File: config.mk
export PLATFORM = sky130hd
export DESIGN_NAME = br_j_resolve_unit
export DESIGN_NICKNAME = d
export VERILOG_FILES = /design/src/rtl/br_j_pkg.sv /design/src/rtl/br_bht.sv /design/src/rtl/br_j_resolve_unit.sv
export SDC_FILE = /design/constraint.sdc
export NUM_CORES = 1
export LEC_CHECK = 0
export ABC_AREA = 1
export BUFFER_PORTS_ARGS = -buffer_cell sky130_fd_sc_hd__buf_2
export CAP_MARGIN = 20
export CELL_PAD_IN_SITES_DETAIL_PLACEMENT = 0
export CELL_PAD_IN_SITES_GLOBAL_PLACEMENT = 2
export CORE_ASPECT_RATIO = 0.5
export CORE_MARGIN = 5
export CORE_UTILIZATION = 36
export DETAILED_ROUTE_END_ITERATION = 6
export PLACE_DENSITY_LB_ADDON = 0.1
export SLEW_MARGIN = 0
export SYNTH_ARGS = -nofsm -noshare
export SYNTH_HDL_FRONTEND = slang
export SYNTH_SLANG_ARGS = --single-unit
File: constraint.sdc
create_clock -name clk -period 4.4 [get_ports clk]
set_input_delay 0.22 -clock clk [delete_from_list [all_inputs] [get_ports clk]]
set_output_delay 0.22 -clock clk [all_outputs]
set_load 0.01 [all_outputs]
File: src/rtl/br_j_pkg.sv
// Shared op codes, pc_sel codes, FSM encoding and helpers for the
// branch/jump resolution unit.
package br_j_pkg;

    // Resolve-side op codes
    localparam logic [2:0] OP_NONE = 3'b000;
    localparam logic [2:0] OP_J    = 3'b001;
    localparam logic [2:0] OP_BALZ = 3'b010;
    localparam logic [2:0] OP_BEQ  = 3'b011;
    localparam logic [2:0] OP_BNE  = 3'b100;
    localparam logic [2:0] OP_BGEZ = 3'b101;
    localparam logic [2:0] OP_BLTZ = 3'b110;
    localparam logic [2:0] OP_RSVD = 3'b111;

    // Next-PC mux select codes
    localparam logic [1:0] SEL_SEQ   = 2'b00;
    localparam logic [1:0] SEL_JMP   = 2'b01;
    localparam logic [1:0] SEL_BALZ  = 2'b10;
    localparam logic [1:0] SEL_PCREL = 2'b11;

    // Flush FSM encoding
    localparam logic [0:0] ST_RUN   = 1'b0;
    localparam logic [0:0] ST_FLUSH = 1'b1;

    // 2-bit saturating counter limits
    localparam logic [1:0] CNT_MAX = 2'b11;
    localparam logic [1:0] CNT_MIN = 2'b00;

    // Decoded view of one resolve request
    typedef struct packed {
        logic       taken;    // actual direction (J counts as taken)
        logic [1:0] sel;      // pc_sel to drive
        logic       is_cond;  // conditional op: trains the BHT
        logic       is_balz;  // writes the link register when taken
    } decode_t;

    // Saturating increment/decrement of a 2-bit predictor counter
    function automatic logic [1:0] sat_update(input logic [1:0] cnt, input logic taken);
        logic [1:0] nxt;
        nxt = cnt;
        if (taken) begin
            if (cnt != CNT_MAX) nxt = cnt + 2'd1;
        end else begin
            if (cnt != CNT_MIN) nxt = cnt - 2'd1;
        end
        return nxt;
    endfunction

    // Op + ALU status {zero, neg} -> direction, select and side effects
    function automatic decode_t decode_op(input logic [2:0] op, input logic [1:0] status);
        decode_t d;
        logic    zero;
        logic    neg;
        zero = status[1];
        neg  = status[0];
        d.taken   = 1'b0;
        d.sel     = SEL_SEQ;
        d.is_cond = 1'b0;
        d.is_balz = 1'b0;
        case (op)
            OP_J: begin
                d.taken = 1'b1;
                d.sel   = SEL_JMP;
            end
            OP_BALZ: begin
                d.taken   = zero;
                d.is_cond = 1'b1;
                d.is_balz = 1'b1;
                d.sel     = zero ? SEL_BALZ : SEL_SEQ;
            end
            OP_BEQ, OP_BNE, OP_BGEZ, OP_BLTZ: begin
                d.is_cond = 1'b1;
                case (op)
                    OP_BEQ:  d.taken = zero;
                    OP_BNE:  d.taken = ~zero;
                    OP_BGEZ: d.taken = ~neg;
                    default: d.taken = neg;
                endcase
                d.sel = d.taken ? SEL_PCREL : SEL_SEQ;
            end
            default: begin
                // NONE and the reserved code: never taken, sequential
                d.taken = 1'b0;
                d.sel   = SEL_SEQ;
            end
        endcase
        return d;
    endfunction

endpackage

File: src/rtl/br_bht.sv
// Branch history table: DEPTH x 2-bit saturating counters with one
// combinational prediction read port and one training write port.
module br_bht
    import br_j_pkg::*;
#(
    parameter int         DEPTH = 16,
    parameter int         IDX_W = $clog2(DEPTH),
    parameter logic [1:0] INIT  = 2'b01
) (
    input  logic             clk,
    input  logic             rst_n,
    input  logic [IDX_W-1:0] rd_idx,
    output logic             rd_taken,
    input  logic             upd_en,
    input  logic [IDX_W-1:0] upd_idx,
    input  logic             upd_taken
);

    // Only the direction bit of each counter is needed on the read side
    logic taken_arr [DEPTH];

    generate
        for (genvar gi = 0; gi < DEPTH; gi++) begin : g_entry
            logic [1:0] cnt_reg;

            // Per-entry counter; training writes are seen by reads next cycle
            always_ff @(posedge clk or negedge rst_n) begin
                if (!rst_n) begin
                    cnt_reg <= INIT;
                end else if (upd_en && (upd_idx == IDX_W'(gi))) begin
                    cnt_reg <= sat_update(cnt_reg, upd_taken);
                end
            end

            assign taken_arr[gi] = cnt_reg[1];
        end
    endgenerate

    assign rd_taken = taken_arr[rd_idx];

endmodule

File: src/rtl/br_j_resolve_unit.sv
// Branch/jump resolution unit: resolves one op per accept into a
// registered pc_sel, trains the BHT, flags mispredicts and holds a
// flush window before accepting the next op.
module br_j_resolve_unit
    import br_j_pkg::*;
#(
    parameter int         BHT_DEPTH    = 16,
    parameter int         FLUSH_CYCLES = 2,
    parameter logic [1:0] BHT_INIT     = 2'b01,
    localparam int        IDX_W        = $clog2(BHT_DEPTH)
) (
    input  logic             clk,
    input  logic             rst_n,
    input  logic [IDX_W-1:0] pred_idx,
    output logic             pred_taken,
    input  logic             res_valid,
    output logic             res_ready,
    input  logic [2:0]       res_op,
    input  logic [1:0]       res_status,
    input  logic [IDX_W-1:0] res_idx,
    input  logic             res_pred_taken,
    output logic [1:0]       pc_sel,
    output logic             sel_valid,
    output logic             mispredict,
    output logic             flush,
    output logic             link_we
);

    localparam logic       HAS_FLUSH = (FLUSH_CYCLES > 0);
    localparam logic [3:0] FLUSH_LD  = 4'(FLUSH_CYCLES);

    logic [0:0] state_reg;
    logic [3:0] fcnt_reg;
    logic [1:0] pc_sel_reg;
    logic       sel_valid_reg;
    logic       mispredict_reg;
    logic       link_we_reg;

    decode_t dec;
    logic    accept;
    logic    mis;

    assign dec       = decode_op(res_op, res_status);
    assign res_ready = (state_reg == ST_RUN);
    assign accept    = res_valid & res_ready;
    assign mis       = (dec.taken != res_pred_taken);

    // Predictor storage; only conditional ops train it
    br_bht #(
        .DEPTH (BHT_DEPTH),
        .IDX_W (IDX_W),
        .INIT  (BHT_INIT)
    ) u_bht (
        .clk       (clk),
        .rst_n     (rst_n),
        .rd_idx    (pred_idx),
        .rd_taken  (pred_taken),
        .upd_en    (accept & dec.is_cond),
        .upd_idx   (res_idx),
        .upd_taken (dec.taken)
    );

    // Result registers: pulses for one cycle per accept, pc_sel holds otherwise
    always_ff @(posedge clk or negedge rst_n) begin
        if (!rst_n) begin
            pc_sel_reg     <= SEL_SEQ;
            sel_valid_reg  <= 1'b0;
            mispredict_reg <= 1'b0;
            link_we_reg    <= 1'b0;
        end else begin
            sel_valid_reg  <= accept;
            mispredict_reg <= accept & mis;
            link_we_reg    <= accept & dec.is_balz & dec.taken;
            if (accept) begin
                pc_sel_reg <= dec.sel;
            end
        end
    end

    // Flush FSM: a mispredict opens a FLUSH_CYCLES-long window with res_ready low
    always_ff @(posedge clk or negedge rst_n) begin
        if (!rst_n) begin
            state_reg <= ST_RUN;
            fcnt_reg  <= 4'd0;
        end else if (state_reg == ST_RUN) begin
            if (accept && mis && HAS_FLUSH) begin
                state_reg <= ST_FLUSH;
                fcnt_reg  <= FLUSH_LD;
            end
        end else begin
            fcnt_reg <= fcnt_reg - 4'd1;
            if (fcnt_reg == 4'd1) begin
                state_reg <= ST_RUN;
            end
        end
    end

    assign pc_sel     = pc_sel_reg;
    assign sel_valid  = sel_valid_reg;
    assign mispredict = mispredict_reg;
    assign link_we    = link_we_reg;
    assign flush      = (state_reg == ST_FLUSH);

endmodule

# == Yosys cells after proc, flatten, opt, wreduce, memory -nomap -nowiden ==
# Index checks and enable logic that the tools add are counted.
# op_classes
n_bitwise,9
magnitude_cmp,1
reduce_logical,69
addsub,33
eq_ne,55
n_mux,63
# op_table
operator,n
$mux 2,50
$reduce_bool 2->1,33
$reduce_and 3->1,16
$add 2x1->2 const B,16
$eq 4x4->1 const B,8
$ne 2x1->1 const B,16
$ne 2x2->1 const B,16
$sub 2x1->2 const B,16
$logic_and 1x1->1,17
$eq 4x3->1 const B,4
$eq 3x3->1 const B,3
$pmux 3 s3,1
$eq 4x1->1 const B,2
$eq 4x2->1 const B,2
$mux 1,8
$mux 4,2
$eq 3x2->1 const B,2
$and 1x1->1,5
$ge 5x5->1 const B,1
$not 4->5,1
$reduce_or 5->1,1
$bmux 1 s4,1
$logic_not 4->1,1
$reduce_or 4->1,1
other kinds (5),7
# totals
out_inout_bits,8
reg_bits,42
input_bits,17

# == Longest topological paths before layout ==
# depth
depth_word,9
ltp_mapped,11
ltp_nobuf,10

# == Cells and area by module ==
# From an unflattened synthesis, not the netlist that was laid out.
# hier_totals
cells_unflattened,327
area_unflattened_um2,2496.1
# by_module_without_submodules
module,n_inst,cells_per_inst,seq_area_each_um2,area_per_inst_um2
br_bht,1,257,820.8,1911.8
br_j_resolve_unit,1,70,250.2,584.3

# == Worst setup path before layout ==
# OpenSTA, ideal clock, no wires.
# synth_timing
path_type,reg2reg
start,"register state_reg, in the netlist flush"
end,register u_bht.g_entry[7].cnt_reg[1]
stages_incl_launch_ff,9
arrival_ps,1375
period_less_slack_ps,1498
setup_ps,123
path_buffers,0
setup_slack_ps,2902
path_cell_list,dfrtp_1 -> inv_2 -> nand2_1 -> inv_2 -> nand2_2 -> nor2_2 -> nand2_1 -> o21ai_0 -> nand2_1
# synth_via
elab_chain_len,5
# synth_lines
item,line_no,text
"start, declared",br_j_resolve_unit.sv:32,logic [0:0] state_reg;
"start signal, assigned",br_j_resolve_unit.sv:83,state_reg <= ST_RUN;
"start signal, assigned",br_j_resolve_unit.sv:87,state_reg <= ST_FLUSH;
"start signal, assigned",br_j_resolve_unit.sv:93,state_reg <= ST_RUN;
$not 1->1,n/a,
named net res_ready,br_j_resolve_unit.sv:17,"output logic res_ready,"
$and 1x1->1,br_j_resolve_unit.sv:45,assign accept = res_valid & res_ready;
named net accept,br_j_resolve_unit.sv:40,logic accept;
$and 1x1->1,br_j_resolve_unit.sv:58,".upd_en (accept & dec.is_cond),"
$logic_and 1x1->1,br_bht.sv:30,end else if (upd_en && (upd_idx == IDX_W'(gi))) begin
$reduce_and 3->1 (no source line),n/a,
"end signal, assigned",br_bht.sv:31,"cnt_reg <= sat_update(cnt_reg, upd_taken);"
"end, declared",br_bht.sv:24,logic [1:0] cnt_reg;
# The timed path passes the listed nets, and every way through them passes these cells.
# A chain may end at the register's enable or synchronous reset.

# == Worst setup path after layout ==
# layout_timing
start,"register state_reg, in the netlist flush"
end,register u_bht.g_entry[15].cnt_reg[1]
# layout_via
elab_chain_len,5
# layout_lines
item,line_no
$not 1->1,n/a
$and 1x1->1,br_j_resolve_unit.sv:45
named net accept,br_j_resolve_unit.sv:40
$and 1x1->1,br_j_resolve_unit.sv:58
$logic_and 1x1->1,br_bht.sv:30
$reduce_and 3->1 (no source line),n/a
"end signal, assigned",br_bht.sv:31
"end, declared",br_bht.sv:24
# The timed path passes the listed nets, and every way through them passes these cells.

==> flow_summary.json <==
{
  "cts_hold_buf": 0,
  "rsz0062_at_grt": "no",
  "htreeDepth": 2,
  "place_ws_ns": 2.50,
  "min_period_ns": 1.79,
  "hp-class": "in -> reg",
  "critPathKind": "reg -> reg",
  "worstSetupEndpointType": "flop",
  "yosysUniqueCellTypes": 30,
  "viasPerCell": 4.73,
  "cts_buffer_depth": 2,
  "grt_pass1_vias": 2118,
  "syn2layout_area_growth_pct": 15.5,
  "dieArea_um2": 8490,
  "syn_area_per_cell_um2": 7.15,
  "max_freq_ghz": 0.559,
  "wl_per_cell_um": 12.7,
  "globalplace.congestion": 0.791,
  "firstDrtPassIters": 4,
  "ctsResizeCount": 0,
  "synthCells": 335,
  "wirelength_um": 5760,
  "clk-insertion-delay-late_ns": 0.28,
  "ys.warnings.count": 0,
  "max-slew-margin-rel": 0.687,
  "worstPathMaxFanout": 8,
  "io_pins": 25,
  "ys_ff_latch": 42,
  "antenna_found_initial": 0,
  "nNetsFinal": 381,
  "start_util": 0.365,
  "synth_area_um2": 2400,
  "powerDensity_nw_per_um2": 423,
  "drive_gt1_frac": 0.174,
  "hold_viol_final": 0,
  "leakage_nw": 1.35,
  "finalMaxSlewViolations": 0,
  "grt_use_total": 0.150,
  "drtIter0Drc": 96,
  "cts_tree": "done",
  "cts.clk_slew.worst_paths_ns": 0.06,
  "crit_arrival_ns": 1.95,
  "cp-start-kind": "flop",
  "hpwl_um": 4140,
  "fp.dieW_um": 125,
  "coreArea_um2": 6570,
  "setup_ws_ns": 2.61,
  "fin_skew_ns": 0.00258,
  "io_buffers": 24,
  "cts_root_buf": "clkbuf_16",
  "fp-row-count": 21,
  "drc_errors": 0,
  "finalSetupViolations": 0,
  "n_antenna_cell": 0,
  "yosysSeqAreaShare": 0.447,
  "tns_ns": 0,
  "die_h_um": 67.7,
  "syn_nets": 354,
  "fin_util": 0.421,
  "cts-buffers-inserted": 5,
  "worst_pin_slew_ns": 0.469,
  "largest_register_ffs": 32,
  "p_total_mw": 1.17,
  "cp_data_required_time_ns": 4.57,
  "fin_crit_sh": 0.406,
  "max_cap_viol_count": 0,
  "vias": 2153,
  "grt_overflow": 0,
  "status": "complete, no violations",
  "peakVddDrop_uv": 203,
  "cts_setup_buffers": 0,
  "grt_pass1_wl_um": 9910,
  "ant_nets": 0,
  "grt_start_max_net_pins": 45,
  "cts_sinks": 42
}
## final cells by class
cell class / instances / area, um^2
inverters: 34 / 128
flip-flops and latches: 42 / 1070
clock buffers: 8 / 146
fillers: 702 / 3800
well taps: 92 / 115
multi-input cells: 253 / 1160
repair buffers: 26 / 150
## kinds of logic after synthesis
family,after synthesis,share of synthesized area
AOI/OAI and AO/OA,48,0.109
adders and majority gates,2,0.0104
buffers and inverters,40,0.0700
DFF,42,0.447
and+or+nand+nor,203,0.364
## power breakdown
group / leakage [nW] / internal (mW) / switching (mW)
sequential: 0.515 / 0.470 / 0.0588
combinational: 0.768 / 0.101 / 0.166
clock: 0.0712 / 0.226 / 0.147
## worst max-delay path: stages, from the launching register on
cell and delay [ns]:
dfrtp_1 0.45, inv_2 0.14, nand2_1 0.12, inv_2 0.12, nand2_2 0.14, nor2_2 0.28
nand2_1 0.16, o21ai_0 0.18, nand2_1 0.07
## cells in the mapped netlist (all sizes together)
| library cell | instances | area (um^2) |
|---|---|---|
| o21ai | 34 | 170 |
| buf | 5 | 36.3 |
| nand3b | 1 | 7.51 |
| inv | 34 | 128 |
| nand2 | 130 | 490 |
| o2111ai | 1 | 15.0 |
| dfrtp | 26 | 651 |
| a21oi | 9 | 45.0 |
| nand4 | 8 | 50.1 |
| o31ai | 2 | 15.0 |
| nor2 | 40 | 168 |
| a211oi | 1 | 7.51 |
| dfstp | 16 | 420 |
| o211ai | 1 | 7.51 |
| or2 | 3 | 18.8 |
| nor3 | 4 | 25.0 |
| clkbuf | 1 | 3.75 |
| nand3 | 17 | 113 |
| ha | 2 | 25.0 |
## per-stage QoR
stage | cell area (um^2) | instances | hold WS, ns
floorplan | 2400 | 335 | -0.0756
global placement | 2590 | 445 | 0.433
detailed placement | 2590 | 445 | 0.447
CTS | 2740 | 453 | 0.143
global route | 2770 | 455 | 0.300
finish | 2770 | 455 | 0.278
## path summary, 6_finish.rpt
| check | slack (ns) | to | start | depth (start not counted) |
|---|---|---|---|---|
| max | 2.61 | u_bht.g_entry[15].cnt_reg[1]$_DFFE_PN0P_ | flush$_DFF_PN0_ | 8 |
| min | 0.28 | sel_valid$_DFF_PN0_ | res_valid | 3 |
| max reg2reg | 2.61 | u_bht.g_entry[15].cnt_reg[1]$_DFFE_PN0P_ | flush$_DFF_PN0_ | 8 |
| min reg2reg | 0.47 | u_bht.g_entry[8].cnt_reg[0]$_DFFE_PN1P_ | u_bht.g_entry[8].cnt_reg[0]$_DFFE_PN1P_ | 2 |
| max in group asynchronous | 3.54 | u_bht.g_entry[11].cnt_reg[0]$_DFFE_PN1P_ | rst_n | 3 |
| min in group asynchronous | 0.33 | u_bht.g_entry[15].cnt_reg[1]$_DFFE_PN0P_ | rst_n | 2 |
## layout by cell type, fill, tap and decap left out, types with 2 or more instances in the layout
master / n
nand2_1: 129
nor2_1: 37
inv_1: 30
o21ai_0: 29
dfrtp_1: 26
buf_2: 24
dfstp_2: 16
nand3_1: 13
a21oi_1: 9
nand4_1: 8
o21ai_1: 5
clkbuf_16: 5
inv_2: 4
nand3_2: 3
nor3_1: 3
o31ai_1: 2
nor2_4: 2
or2_2: 2
ha_1: 2
clkbuf_1: 2
## routing by layer
| layer | track usage | vias up | share of wire |
|---|---|---|---|
| met5 | 0 | - | 0 |
| met4 | 0.0432 | 0 | 0.013 |
| met3 | 0.0450 | 10 | 0.038 |
| met2 | 0.249 | 24 | 0.41 |
| met1 | 0.192 | 995 | 0.54 |
| li1 | - | 1124 | - |
(Power assumes the default switching activity.)
